==> src/rtl/rgb_ddr_pkg.sv <==
// Shared definitions for the pixel-FIFO to DDR burst writer: FSM encoding,
// MCB command constants and word/byte helpers.
package rgb_ddr_pkg;

    typedef enum logic [1:0] {
        IDLE  = 2'd0,
        FILL  = 2'd1,
        DRAIN = 2'd2,
        CMD   = 2'd3
    } state_t;

    localparam logic [2:0] WR                = 3'b000;
    localparam int         MCB_WR_FIFO_DEPTH = 64;

    function automatic int bytes_per_word(input int data_width);
        return data_width / 8;
    endfunction

endpackage

==> src/rtl/rgb_ddr_addr_gen.sv <==
// Frame-buffer walker: word index, wrap detection, deferred frame_start and
// byte-address generation. RGB_DDR_DOUBLE_BUFFER_EN adds a ping-pong buffer select.
module rgb_ddr_addr_gen
    import rgb_ddr_pkg::*;
#(
    parameter int DDR_DATA_WIDTH  = 32,
    parameter int BURST_LEN       = 32,
    parameter int ADDR_WIDTH      = 30,
    parameter int FRAME_BASE_ADDR = 0,
    parameter int FRAME_WORDS     = 307200
) (
    input  logic                  clk,
    input  logic                  rst,
    input  logic                  idle,
    input  logic                  advance,
    input  logic                  frame_start,
`ifdef RGB_DDR_DOUBLE_BUFFER_EN
    output logic                  buffer_sel,
`endif
    output logic                  last_burst,
    output logic [ADDR_WIDTH-1:0] byte_addr
);

    localparam int IDX_W = $clog2(FRAME_WORDS + 1);
    localparam int BPW   = bytes_per_word(DDR_DATA_WIDTH);
    localparam logic [IDX_W:0] BL_EXT = (IDX_W + 1)'(BURST_LEN);
    localparam logic [IDX_W:0] FW_EXT = (IDX_W + 1)'(FRAME_WORDS);

    logic [IDX_W-1:0] word_idx;
    logic             restart_pending;

    assign last_burst = ({1'b0, word_idx} + BL_EXT) == FW_EXT;

    // NOTE: sequential state is written with non-blocking assignments only, so
    // every register samples the pre-edge values of its neighbours.
    always_ff @(posedge clk) begin
        if (rst) begin
            word_idx        <= '0;
            restart_pending <= 1'b0;
`ifdef RGB_DDR_DOUBLE_BUFFER_EN
            buffer_sel      <= 1'b0;
`endif
        end else if (idle && (restart_pending || frame_start)) begin
            // Restart only between bursts so a burst in flight is never split.
            word_idx        <= '0;
            restart_pending <= 1'b0;
`ifdef RGB_DDR_DOUBLE_BUFFER_EN
            buffer_sel      <= 1'b0;
`endif
        end else begin
            if (frame_start) begin
                restart_pending <= 1'b1;
            end
            if (advance) begin
                if (last_burst) begin
                    word_idx <= '0;
`ifdef RGB_DDR_DOUBLE_BUFFER_EN
                    buffer_sel <= ~buffer_sel;
`endif
                end else begin
                    word_idx <= word_idx + BL_EXT[IDX_W-1:0];
                end
            end
        end
    end

    always_comb begin
        byte_addr = ADDR_WIDTH'(FRAME_BASE_ADDR) + ADDR_WIDTH'(word_idx) * ADDR_WIDTH'(BPW);
`ifdef RGB_DDR_DOUBLE_BUFFER_EN
        if (buffer_sel) begin
            byte_addr = byte_addr + ADDR_WIDTH'(FRAME_WORDS * BPW);
        end
`endif
    end

endmodule

==> src/rtl/rgb_ddr_burst_writer.sv <==
// Drains 24-bit pixels from the receive FIFO into fixed-length MCB write bursts
// over a linear frame buffer. Define RGB_DDR_DOUBLE_BUFFER_EN for ping-pong frames.
module rgb_ddr_burst_writer
    import rgb_ddr_pkg::*;
#(
    parameter int RGB_WIDTH        = 24,
    parameter int DDR_DATA_WIDTH   = 32,
    parameter int BURST_LEN        = 32,
    parameter int DATA_COUNT_WIDTH = 13,
    parameter int ADDR_WIDTH       = 30,
    parameter int FRAME_BASE_ADDR  = 0,
    parameter int FRAME_WORDS      = 307200
) (
    input  logic                        clk,
    input  logic                        rst,
    input  logic                        enable,
    input  logic                        frame_start,
    input  logic [RGB_WIDTH-1:0]        fifo_data_out,
    input  logic [DATA_COUNT_WIDTH-1:0] fifo_rd_data_count,
    input  logic                        fifo_empty,
    output logic                        fifo_read_enable,
    output logic                        mcb_cmd_en,
    output logic [2:0]                  mcb_cmd_instr,
    output logic [5:0]                  mcb_cmd_bl,
    output logic [ADDR_WIDTH-1:0]       mcb_cmd_byte_addr,
    input  logic                        mcb_cmd_full,
    output logic                        mcb_wr_en,
    output logic [DDR_DATA_WIDTH-1:0]   mcb_wr_data,
    output logic [DDR_DATA_WIDTH/8-1:0] mcb_wr_mask,
    input  logic [6:0]                  mcb_wr_count,
    input  logic                        mcb_wr_underrun,
    output logic                        frame_done,
`ifdef RGB_DDR_DOUBLE_BUFFER_EN
    output logic                        active_buffer,
`endif
    output logic                        error
);

    localparam logic [6:0] BEAT_LAST = 7'(BURST_LEN - 1);

    state_t                  state;
    logic [6:0]              beat;
    logic                    start_ok;
    logic                    advance;
    logic                    last_burst;
    logic [ADDR_WIDTH-1:0]   next_addr;

    assign mcb_cmd_instr = WR;
    assign mcb_cmd_bl    = 6'(BURST_LEN - 1);
    assign mcb_wr_mask   = '0;

    // FIFO read data arrives one cycle after the pop, exactly when mcb_wr_en is
    // high, so it is forwarded directly rather than costing another cycle.
    assign mcb_wr_data = mcb_wr_en ? DDR_DATA_WIDTH'(fifo_data_out) : '0;

    // A full burst must already sit in the pixel FIFO and fit in the MCB FIFO.
    assign start_ok = enable
                   && (fifo_rd_data_count >= DATA_COUNT_WIDTH'(BURST_LEN))
                   && (({1'b0, mcb_wr_count} + 8'(BURST_LEN)) <= 8'(MCB_WR_FIFO_DEPTH));

    assign advance = (state == CMD) && !mcb_cmd_full;

    rgb_ddr_addr_gen #(
        .DDR_DATA_WIDTH  (DDR_DATA_WIDTH),
        .BURST_LEN       (BURST_LEN),
        .ADDR_WIDTH      (ADDR_WIDTH),
        .FRAME_BASE_ADDR (FRAME_BASE_ADDR),
        .FRAME_WORDS     (FRAME_WORDS)
    ) u_addr_gen (
        .clk         (clk),
        .rst         (rst),
        .idle        (state == IDLE),
        .advance     (advance),
        .frame_start (frame_start),
`ifdef RGB_DDR_DOUBLE_BUFFER_EN
        .buffer_sel  (active_buffer),
`endif
        .last_burst  (last_burst),
        .byte_addr   (next_addr)
    );

    always_ff @(posedge clk) begin
        if (rst) begin
            state             <= IDLE;
            beat              <= '0;
            fifo_read_enable  <= 1'b0;
            mcb_wr_en         <= 1'b0;
            mcb_cmd_en        <= 1'b0;
            mcb_cmd_byte_addr <= '0;
            frame_done        <= 1'b0;
            error             <= 1'b0;
        end else begin
            mcb_wr_en  <= fifo_read_enable;
            mcb_cmd_en <= 1'b0;
            frame_done <= 1'b0;

            if (mcb_wr_underrun || (fifo_empty && fifo_read_enable)) begin
                error <= 1'b1;
            end

            case (state)
                IDLE: begin
                    if (start_ok) begin
                        state            <= FILL;
                        beat             <= '0;
                        fifo_read_enable <= 1'b1;
                    end
                end
                FILL: begin
                    if (beat == BEAT_LAST) begin
                        state            <= DRAIN;
                        beat             <= '0;
                        fifo_read_enable <= 1'b0;
                    end else begin
                        beat <= beat + 7'd1;
                    end
                end
                DRAIN: begin
                    state <= CMD;
                end
                CMD: begin
                    if (!mcb_cmd_full) begin
                        state             <= IDLE;
                        mcb_cmd_en        <= 1'b1;
                        mcb_cmd_byte_addr <= next_addr;
                        frame_done        <= last_burst;
                    end
                end
                default: begin
                    state <= IDLE;
                end
            endcase
        end
    end

endmodule

==> config.mk <==
export PLATFORM = sky130hd
export DESIGN_NAME = rgb_ddr_burst_writer
export DESIGN_NICKNAME = d
export VERILOG_FILES = /design/src/rtl/rgb_ddr_pkg.sv /design/src/rtl/rgb_ddr_addr_gen.sv /design/src/rtl/rgb_ddr_burst_writer.sv
export SDC_FILE = /design/constraint.sdc
export NUM_CORES = 1
export LEC_CHECK = 0
export CAP_MARGIN = 20
export CORE_MARGIN = 2
export CORE_UTILIZATION = 43
export DETAILED_ROUTE_END_ITERATION = 16
export PLACE_DENSITY_LB_ADDON = 0.12
export SLEW_MARGIN = 40
export SYNTH_ARGS = -nofsm -noshare
export SYNTH_HDL_FRONTEND = slang
export SYNTH_SLANG_ARGS = --single-unit
export TNS_END_PERCENT = 50
==> constraint.sdc <==
create_clock -name clk -period 5.1 [get_ports clk]
set_input_delay 1.53 -clock clk [delete_from_list [all_inputs] [get_ports clk]]
set_output_delay 1.53 -clock clk [all_outputs]
set_load 0.01 [all_outputs]
==> run metrics <==
outcome finished clean; layer with the highest usage met2; cell family with most CP delay buffers and inverters; Sw Ratio 0.269; Setup Total Neg Slack 0 ns; IO Pins 131; slowest stage delay, CP 0.57 ns; DPL Wire Length 4.83 mm; P_leak 1.30 nW; initial antenna violation count 0; CP max-delay cell clkdlybuf4s50_1; cell area after layout 0.00345 mm^2; Fmax 238 MHz; Longest Clk Path Bufs 2; CTS clk-pin slew, worst paths 0.08 ns; pin count of the biggest net entering global routing 29; Synth Flop Type dfxtp_1; worst-path cell chain clkdlybuf4s50_1 > and2_1 > clkdlybuf4s50_1; worst path bufs/invs 2; DRC 0; Sequential Power Share 0.408; number of H-tree levels 2; Setup crit end kind output pin; minimum clock period 4.20 ns; Worst-Margin Slew 0.736 ns; Core ar. 0.00585 mm^2; Worst EP arrival 2.67 ns; Final Max Slew Viols 0; first-pass GRT wire length ~9.5 mm; Final Hold Vio Count 0; Total Routed Length 6.41 mm; initial drt markers between 60 and 70; Post-synth EDFFs 0; placed inst area about 0.0033 mm^2; Final #Nets 457; DR WL/cell 13.5 um; Critical Path Source Type input pin; clock power share 0.353; unrepaired setup endpoints after global routing no; CP most frequent cell clkdlybuf4s50_1; DRT Pass-1 Iters 4; clock sink count 43; Clock Latency Late Sink ~0.3 ns; input/output buffers 88; Synth Cell Area 0.00258 mm^2; number of distinct library cells after synthesis 50; post-synthesis sequential element count 43; M3 GR Usage 0.0626; Placer Congestion 0.807; share of cells above drive strength 1 0.0525; die width a little over 80 um; Resize count post-CTS 0; Post-CTS Setup Repair Bufs 0; grt met1 use 0.204; die area 0.00664 mm^2; diodes inserted 0; DRT antenna net count 0; Tcrit/Tclk final 0.823; synth warn 0; filler cell count 539; Switch Pwr roughly 0.24 mW; Syn Area/Cell about 8.1 um^2; total track usage 0.186; asr flop ratio synth 0; area delta synth->final 33.6%; die height 81.5 um; CP max FO 1; clock skew 0.00682 ns; Peak VDD IR 196 uV; final setup violating endpoints 0; commonest non-fill, non-tap cell in the layout clkdlybuf4s50_1; worst min-delay path category reg -> reg; CP Depth 3; Starting Density 0.442; register area share after synthesis 0.333; Vias/cell 4.81; post-synthesis cell count 319; CTS Root Cell clkbuf_8; hold buffers post-CTS 0; Cells on Worst Hold Path 2; PD cells 259 mW/mm^2; relative slew slack 0.505; R2R cell count 7; met2 Use GR 0.341; grt ovf 0; Max-cap violations 0; vias in the first global route 1944; Crit Path Class in -> out; Comb pwr share 0.239; Worst EP required roughly 3.6 ns; most frequent cells in the layout 88 x clkdlybuf4s50_1, 43 x dfxtp_1, 42 x nand2_1; DR vias 2287; cts bufs inserted 5; Cell Int Power 0.655 mW; CTS tree built; Rows 28
-- cell type report --
| type | count | area, um^2 | share of cell area |
|---|---|---|---|
| clock inverters | 3 | 67.6 | 0.0196 |
| flip-flops and latches | 43 | 861 | 0.249 |
| well taps | 75 | 93.8 | 0.0272 |
| multi-input cells | 252 | 1440 | 0.416 |
| clock buffers | 5 | 68.8 | 0.0199 |
| inverters | 6 | 22.5 | 0.00652 |
| repair buffers | 91 | 903 | 0.262 |
-- worst register-to-register path, stage by stage (launching register included) --
cell and delay [ns]:
dfxtp_1 0.45, ha_1 0.28, nand3_1 0.19, mux2i_1 0.20, a41oi_1 0.19, nor4_4 0.46, a22o_1 0.22, a21oi_1 0.06
-- stage by stage --
step	power, mW	std cells	worst slack, ns	hold slack, ns	utilization
global placement	0.584	467	0.898	0.444	0.567
global route	0.936	475	0.863	0.478	0.590
floorplan	0.502	354	1.88	0.446	-
CTS	0.903	475	0.888	0.460	0.590
finish	0.895	475	0.901	0.458	0.590
detailed placement	0.589	467	0.895	0.449	0.567
-- synthesized netlist by cell type, types with 2 or more instances --
master    instances  area share
a211o_1           2      0.0068
a21boi_0          2      0.0058
a21oi_1          28       0.054
a31oi_1           2      0.0048
and2_1           26       0.063
and3_1            3      0.0073
and4_4            2      0.0087
buf_4            38        0.11
buf_6             6       0.026
clkbuf_1          8       0.012
conb_1            2      0.0029
dfxtp_1          43        0.33
ha_1              7       0.034
inv_1             6      0.0087
mux2i_1           2      0.0077
nand2_1          42       0.061
nand2b_1          3      0.0073
nand3_1           8       0.015
nand3b_1          2      0.0058
nand4_1           7       0.017
nor2_1           23       0.033
nor2b_1           5       0.012
nor3_1            3      0.0058
nor4_1            3      0.0073
o21ai_0           7       0.014
or2b_1            2      0.0058
or3_1             4      0.0097
xnor2_1           3       0.010
xor2_1            9       0.031
-- power groups by stage --
stage	combinational [mW]	clock, mW	sequential, mW
5_1_grt	0.234	0.333	0.369
6_report	0.214	0.316	0.365
3_5_place_dp	0.215	0	0.374
3_3_place_gp	0.211	0	0.373
2_1_floorplan	0.134	0	0.368
4_1_cts	0.216	0.322	0.366
-- logic make-up after synthesis --
kind of cell,Yosys count,synth area share
buffers and inverters,59,0.162
adder cells (fa/ha/maj),7,0.0339
AND/OR/NAND/NOR,138,0.280
AO/OA/AOI/OAI,55,0.135
multiplexers,3,0.0121
other,2,0.00291
XOR/XNOR,12,0.0407
flip-flops,43,0.333
-- worst paths after layout --
kind / from / to / slack (ns)
worst min register to register: mcb_cmd_byte_addr[9] / mcb_cmd_byte_addr[9] / 0.46
worst max-delay path: fifo_data_out[17] / mcb_wr_data[17] / 0.90
worst max register to register: u_addr_gen.word_idx[5] / u_addr_gen.word_idx[12] / 2.93
worst min-delay path: mcb_cmd_byte_addr[9] / mcb_cmd_byte_addr[9] / 0.46
-- per-layer routing --
metal	up-vias	share of wire	wire (um)
met5	-	0	0
met4	0	0.010	66
met3	6	0.10	647
met2	70	0.49	3170
met1	1055	0.39	2530
li1	1156	-	-
-- state kept, by name, summed over array words and instances, names as in the netlist --
register and flops:
fifo_read_enable 1, u_addr_gen.restart_pending 1, frame_done 1, mcb_wr_en 1, mcb_cmd_byte_addr 14, beat 7
mcb_cmd_en 1, state 2, error 1, u_addr_gen.word_idx 14
(Power assumes the default switching activity.)
